<file path="src/rtl/pmem_arbiter_pkg.sv">
// Shared definitions for the physical-memory arbiter: FSM state and port-owner encodings.
package pmem_arb_defs;

  typedef enum logic [1:0] {
    ST_IDLE  = 2'd0,
    ST_ISSUE = 2'd1,
    ST_WAIT  = 2'd2
  } state_e;

  typedef enum logic {
    OWNER_IFU = 1'b0,
    OWNER_LSU = 1'b1
  } owner_e;

endpackage

</file>
<file path="src/rtl/pmem_arbiter_timeout.sv">
// Cycle counter guarding one outstanding memory transaction; expired_o flags the
// last allowed ISSUE/WAIT cycle.
module arb_timeout_cnt #(
  parameter int unsigned TIMEOUT = 255
) (
  input  logic clk,
  input  logic rst_n,
  input  logic clear_i,
  input  logic en_i,
  output logic expired_o
);

  localparam int unsigned      CW   = $clog2(TIMEOUT + 1);
  localparam logic [CW-1:0]    LAST = CW'(TIMEOUT - 1);

  logic [CW-1:0] cnt_q, cnt_d;

  always_comb begin
    cnt_d = cnt_q;
    if (clear_i) begin
      cnt_d = '0;
    end else if (en_i && (cnt_q != '1)) begin
      cnt_d = cnt_q + 1'b1;
    end
  end

  always_ff @(posedge clk or negedge rst_n) begin
    if (!rst_n) begin
      cnt_q <= '0;
    end else begin
      cnt_q <= cnt_d;
    end
  end

  // Count starts at 0 in the first ISSUE cycle, so TIMEOUT-1 marks the TIMEOUT-th cycle.
  assign expired_o = en_i && (cnt_q == LAST);

endmodule

</file>
<file path="src/rtl/pmem_arbiter.sv">
// Two-port (IFU/LSU) arbiter for the single PMEM port: one outstanding transaction,
// fixed-priority or round-robin, with a timeout that forces an error completion.
module pmem_arbiter
  import pmem_arb_defs::*;
#(
  parameter int unsigned ADDR_W   = 32,
  parameter int unsigned DATA_W   = 32,
  parameter int unsigned MASK_W   = 8,
  parameter int unsigned PRIO_LSU = 1,
  parameter int unsigned TIMEOUT  = 255
) (
  input  logic              clk,
  input  logic              rst,
  input  logic              ifu_req,
  input  logic [ADDR_W-1:0] ifu_addr,
  output logic              ifu_gnt,
  output logic              ifu_rvalid,
  output logic [DATA_W-1:0] ifu_rdata,
  output logic              ifu_err,
  input  logic              lsu_req,
  input  logic              lsu_we,
  input  logic [ADDR_W-1:0] lsu_addr,
  input  logic [DATA_W-1:0] lsu_wdata,
  input  logic [MASK_W-1:0] lsu_wmask,
  output logic              lsu_gnt,
  output logic              lsu_rvalid,
  output logic [DATA_W-1:0] lsu_rdata,
  output logic              lsu_err,
  output logic              mem_req,
  output logic              mem_we,
  output logic [ADDR_W-1:0] mem_addr,
  output logic [DATA_W-1:0] mem_wdata,
  output logic [MASK_W-1:0] mem_wmask,
  input  logic              mem_gnt,
  input  logic              mem_rvalid,
  input  logic [DATA_W-1:0] mem_rdata
);

  state_e state_q, state_d;
  owner_e owner_q;
  owner_e grant_owner;
  logic   grant;
  logic   complete;
  logic   expired;
  logic   timeout_hit;
  logic   finish;

  logic              mem_we_q;
  logic [ADDR_W-1:0] mem_addr_q;
  logic [DATA_W-1:0] mem_wdata_q;
  logic [MASK_W-1:0] mem_wmask_q;

  logic              ifu_rvalid_q, ifu_err_q;
  logic              lsu_rvalid_q, lsu_err_q;
  logic [DATA_W-1:0] ifu_rdata_q, lsu_rdata_q;
  logic [DATA_W-1:0] resp_data;

  // owner_q doubles as last_owner: it is rewritten on every grant and holds in between.
  always_comb begin
    grant_owner = OWNER_IFU;
    if (ifu_req && lsu_req) begin
      grant_owner = ((PRIO_LSU != 0) || (owner_q == OWNER_IFU)) ? OWNER_LSU : OWNER_IFU;
    end else if (lsu_req) begin
      grant_owner = OWNER_LSU;
    end
  end

  // Gated by rst so grants vanish the moment reset is asserted.
  assign grant = rst && (state_q == ST_IDLE) && (ifu_req || lsu_req);

  always_ff @(posedge clk or negedge rst) begin
    if (!rst) begin
      state_q <= ST_IDLE;
    end else begin
      state_q <= state_d;
    end
  end

  always_comb begin
    state_d  = state_q;
    complete = 1'b0;
    case (state_q)
      ST_IDLE: begin
        if (grant) state_d = ST_ISSUE;
      end
      ST_ISSUE: begin
        complete = mem_gnt && mem_rvalid;
        if (complete || expired) state_d = ST_IDLE;
        else if (mem_gnt)        state_d = ST_WAIT;
      end
      ST_WAIT: begin
        complete = mem_rvalid;
        if (complete || expired) state_d = ST_IDLE;
      end
      default: state_d = ST_IDLE;
    endcase
  end

  always_comb begin
    mem_req = (state_q == ST_ISSUE);
    ifu_gnt = grant && (grant_owner == OWNER_IFU);
    lsu_gnt = grant && (grant_owner == OWNER_LSU);
  end

  assign timeout_hit = expired && !complete;
  assign finish      = complete || timeout_hit;
  assign resp_data   = (timeout_hit || mem_we_q) ? '0 : mem_rdata;

  arb_timeout_cnt #(
    .TIMEOUT(TIMEOUT)
  ) u_timeout (
    .clk      (clk),
    .rst_n    (rst),
    .clear_i  (grant),
    .en_i     (state_q != ST_IDLE),
    .expired_o(expired)
  );

  always_ff @(posedge clk or negedge rst) begin
    if (!rst) begin
      owner_q     <= OWNER_LSU;
      mem_we_q    <= 1'b0;
      mem_addr_q  <= '0;
      mem_wdata_q <= '0;
      mem_wmask_q <= '0;
    end else if (grant) begin
      owner_q <= grant_owner;
      if (grant_owner == OWNER_LSU) begin
        mem_we_q    <= lsu_we;
        mem_addr_q  <= lsu_addr;
        mem_wdata_q <= lsu_wdata;
        mem_wmask_q <= lsu_wmask;
      end else begin
        mem_we_q    <= 1'b0;
        mem_addr_q  <= ifu_addr;
        mem_wdata_q <= '0;
        mem_wmask_q <= '0;
      end
    end
  end

  always_ff @(posedge clk or negedge rst) begin
    if (!rst) begin
      ifu_rvalid_q <= 1'b0;
      ifu_err_q    <= 1'b0;
      ifu_rdata_q  <= '0;
      lsu_rvalid_q <= 1'b0;
      lsu_err_q    <= 1'b0;
      lsu_rdata_q  <= '0;
    end else begin
      ifu_rvalid_q <= finish && (owner_q == OWNER_IFU);
      ifu_err_q    <= timeout_hit && (owner_q == OWNER_IFU);
      lsu_rvalid_q <= finish && (owner_q == OWNER_LSU);
      lsu_err_q    <= timeout_hit && (owner_q == OWNER_LSU);
      if (finish && (owner_q == OWNER_IFU)) ifu_rdata_q <= resp_data;
      if (finish && (owner_q == OWNER_LSU)) lsu_rdata_q <= resp_data;
    end
  end

  assign mem_we     = mem_we_q;
  assign mem_addr   = mem_addr_q;
  assign mem_wdata  = mem_wdata_q;
  assign mem_wmask  = mem_wmask_q;
  assign ifu_rvalid = ifu_rvalid_q;
  assign ifu_err    = ifu_err_q;
  assign ifu_rdata  = ifu_rdata_q;
  assign lsu_rvalid = lsu_rvalid_q;
  assign lsu_err    = lsu_err_q;
  assign lsu_rdata  = lsu_rdata_q;

endmodule

</file>
<file path="config.mk">
export PLATFORM = sky130hd
export DESIGN_NAME = pmem_arbiter
export DESIGN_NICKNAME = d
export VERILOG_FILES = /design/src/rtl/pmem_arbiter_pkg.sv /design/src/rtl/pmem_arbiter_timeout.sv /design/src/rtl/pmem_arbiter.sv
export SDC_FILE = /design/constraint.sdc
export NUM_CORES = 1
export LEC_CHECK = 0
export CAP_MARGIN = 10
export CORE_ASPECT_RATIO = 1.1
export CORE_MARGIN = 10
export CORE_UTILIZATION = 45
export CTS_BUF_LIST = sky130_fd_sc_hd__clkbuf_8
export DETAILED_ROUTE_END_ITERATION = 8
export PLACE_DENSITY = 0.86
export SYNTH_ARGS = -nofsm -noshare
export SYNTH_HDL_FRONTEND = slang
export SYNTH_SLANG_ARGS = --single-unit
</file>
<file path="constraint.sdc">
create_clock -name clk -period 2.8 [get_ports clk]
set_clock_uncertainty 0.2 [all_clocks]
set_input_delay 0.56 -clock clk [delete_from_list [all_inputs] [get_ports clk]]
set_output_delay 0.56 -clock clk [all_outputs]
set_load 0.05 [all_outputs]
</file>
==> results.txt <==
status -> complete, no violations
Leak -> 4.064 nW
Max-cap violations -> 0
RSZ-0062 raised after global routing -> false
PortBufs -> 286
Antenna Nets Post-Route -> 0
critical setup path kind -> flop to output pin
Starting Density -> 45.62%
worst skew pair latency -> 0.44 ns
Setup crit start kind -> flop
DR vias -> 5,007
RR Endpoint -> mem_addr[16]$_DFFE_PN0P_
CP startpoint -> state_q[1]$_DFFE_PN0P_
mean post-synth cell area -> 13.96 um2
Synth Instances -> 430
row count -> 44
Util after Layout -> 71.72%
TritonCTS clock tree -> yes
vias in the first global route -> 5,385
Post-Route Setup TNS -> 0 ns
Worst slew margin -> 53.48%
DRT iter0 DRCs -> 333
largest net degree at the start of global routing -> 135
crit path DAT -> 1.92 ns
number of diodes -> 0
first-pass GRT wire length -> 31.28 mm
critical path data required time -> 2.04 ns
Vias/cell -> 5.664
synthesized area -> 6002 um2
Final WS setup -> 0.1224 ns
Detailed Route WL -> 20.92 mm
clk root buf -> clkbuf_8
GRT overflow -> 0
Synth cell types -> 37
die width -> 130.1 um
cells on worst reg2reg path -> 5
Pre-Repair DR Iteration Count -> 4
Min-Delay Path Class -> flop to flop
Worst Setup EP -> lsu_gnt
area delta synth->final -> 57.22%
H-Tree Depth -> 4
worst slew pin tran -> 0.6978 ns
Clock Pin Slew Worst Setup and Hold Paths -> 0.08 ns
die height -> 141.1 um
flop and latch count out of synthesis -> 152
Max Slew Vio Count -> 0
Final HPWL DP -> 15.74 mm
crit path max fanout -> 8
period utilization -> 95.63%
Synth Net Count -> 579
Net count, final -> 860
TritonCTS buffer count -> 17
layout cell share with drive strength beyond 1 -> 8.022%
Crit. End Element -> output pin
CTS Sinks -> 152
Max Freq -> 373.5 MHz
WL/cell -> 23.66 um
reg2reg start -> state_q[1]$_DFFE_PN0P_
reg-to-reg setup timing slack -> 0.52 ns
initial antenna violation count -> 0
Core Footprint -> 13,160 um2
overall power -> 0.01265 W
GRT Util Overall -> 22.22%
final hold slack -> 0.3069 ns
Peak VDD IR -> 780.9 uV
fillers -> 829
area of the die -> 18,360 um2
post-placement setup slack -> 0.3062 ns
num ports -> 287
Min Clock Period, post-route -> 2.678 ns
GP Congestion -> 0.8511
final setup fails -> 0
register area share after synthesis -> 63.39%
Max clock buf depth -> 2
drc violations -> 0
PwrDens -> 1341 nW/um2
final hold violation count -> 0
synth warn -> 0
area by class of cell:
class	count	area, um2	area share, %
Multi-Input combinational cell	231	1949	20.66
Clock inverter	13	171.4	1.816
Sequential cell	152	3805	40.32
Timing Repair Buffer	300	3028	32.09
Tap cell	161	201.4	2.135
Clock buffer	18	247.7	2.625
Inverter	9	33.78	0.3580
cells in the mapped netlist (all sizes together):
cell,instances,area share [%]
dfrtp,151,63
a22o,105,15
nor3b,33,4.3
a221o,32,5.3
buf,31,3.3
nand2,11,0.69
inv,9,0.56
nor2,8,0.50
clkbuf,7,0.44
ha,6,1.3
a21oi,5,0.42
mux2i,3,0.50
nand4,3,0.31
and3,2,0.21
nand2b,2,0.21
nand4b,2,0.29
nor3,2,0.35
o21ai,2,0.17
xnor2,2,0.29
a21o,1,0.13
a22oi,1,0.13
a311oi,1,0.25
a31o,1,0.15
and4,1,0.19
dfstp,1,0.44
mux2,1,0.19
nor4,1,0.10
o211a,1,0.17
o211ai,1,0.21
o22ai,1,0.21
o2bb2ai,1,0.15
o31a,1,0.15
or2,1,0.15
cell usage in the layout, fill, tap and decap left out, drive strengths merged, types with 2 or more instances in the layout:
master / count
o21ai: 2
nand4: 3
xnor2: 2
dfrtp: 151
clkdlybuf4s50: 282
buf: 16
nor3: 2
a22o: 105
clkinvlp: 2
clkbuf: 18
a21oi: 5
inv: 12
a221o: 32
nor3b: 33
ha: 6
nand4b: 2
and3: 2
clkinv: 5
nor2: 8
mux2i: 3
nand2b: 2
nand2: 11
bufinv: 3
what timing repair did:
| item | 4_1_cts | 5_1_grt |
|---|---|---|
| hold buffers | 1 | 0 |
| setup buffers | 0 | 0 |
| endpoints found under the hold margin | 18 | 0 |
| setup endpoints to repair | 1 | 0 |
| gates resized for setup | 1 | 0 |
state kept, by name (all words and copies together) (netlist names):
| name | count |
|---|---|
| ifu_rdata | 32 |
| lsu_rdata | 32 |
| mem_addr | 32 |
| mem_wdata | 32 |
| mem_wmask | 8 |
| u_timeout.cnt_q | 8 |
| state_q | 2 |
| ifu_err | 1 |
| ifu_rvalid | 1 |
| lsu_err | 1 |
| lsu_rvalid | 1 |
| mem_we | 1 |
| owner_q | 1 |
critical path, stage by stage, from the launching register on:
cell and delay (ns):
dfrtp_1 0.42, inv_1 0.12, ha_1 0.40, and3_2 0.36, buf_12 0.16
stage by stage:
| stage | instance area (um2) | cells |
|---|---|---|
| floorplan | 6002 | 430 |
| global placement | 9009 | 852 |
| detailed placement | 9009 | 852 |
| CTS | 9437 | 884 |
| global route | 9437 | 884 |
| finish | 9437 | 884 |
per-layer routing:
| metal | vias to the layer above | wire length, um | GRT usage (%) |
|---|---|---|---|
| met5 | - | 0 | 0 |
| met4 | 0 | 602 | 9.064 |
| met3 | 42 | 2478 | 10.05 |
| met2 | 271 | 10120 | 36.13 |
| met1 | 2475 | 7717 | 24.64 |
| li1 | 2219 | - | - |
cells by family after synthesis:
| group | after synthesis | share of synthesized area (%) |
|---|---|---|
| mux | 4 | 0.6879 |
| buf+inv | 47 | 4.294 |
| flops | 152 | 63.39 |
| compound gates | 153 | 22.76 |
| fa+ha+maj | 6 | 1.251 |
| xor+xnor | 2 | 0.2919 |
| simple gates | 66 | 7.317 |
power by group:
group          switching (W)  leakage (nW)  internal [W]
clock network       0.000852         0.206      0.000912
registers           0.000616          1.95       0.00313
logic                0.00456          1.91       0.00258
total                0.00603          4.06       0.00662
worst min-delay path by stage:
stage | from | end | slack [ns] | depth (start not counted)
detailed placement | rst | mem_addr[4]$_DFFE_PN0P_ | 0.23 | 1
global route | mem_wdata[16]$_DFFE_PN0P_ | mem_wdata[16]$_DFFE_PN0P_ | 0.33 | 1
global placement | rst | u_timeout.cnt_q[1]$_DFFE_PN0P_ | 0.23 | 1
CTS | mem_wdata[16]$_DFFE_PN0P_ | mem_wdata[16]$_DFFE_PN0P_ | 0.31 | 1
floorplan | rst | ifu_err$_DFF_PN0_ | 0.06 | 0
finish | ifu_rdata[18]$_DFFE_PN0P_ | ifu_rdata[18]$_DFFE_PN0P_ | 0.31 | 1
(Power assumes the default switching activity.)
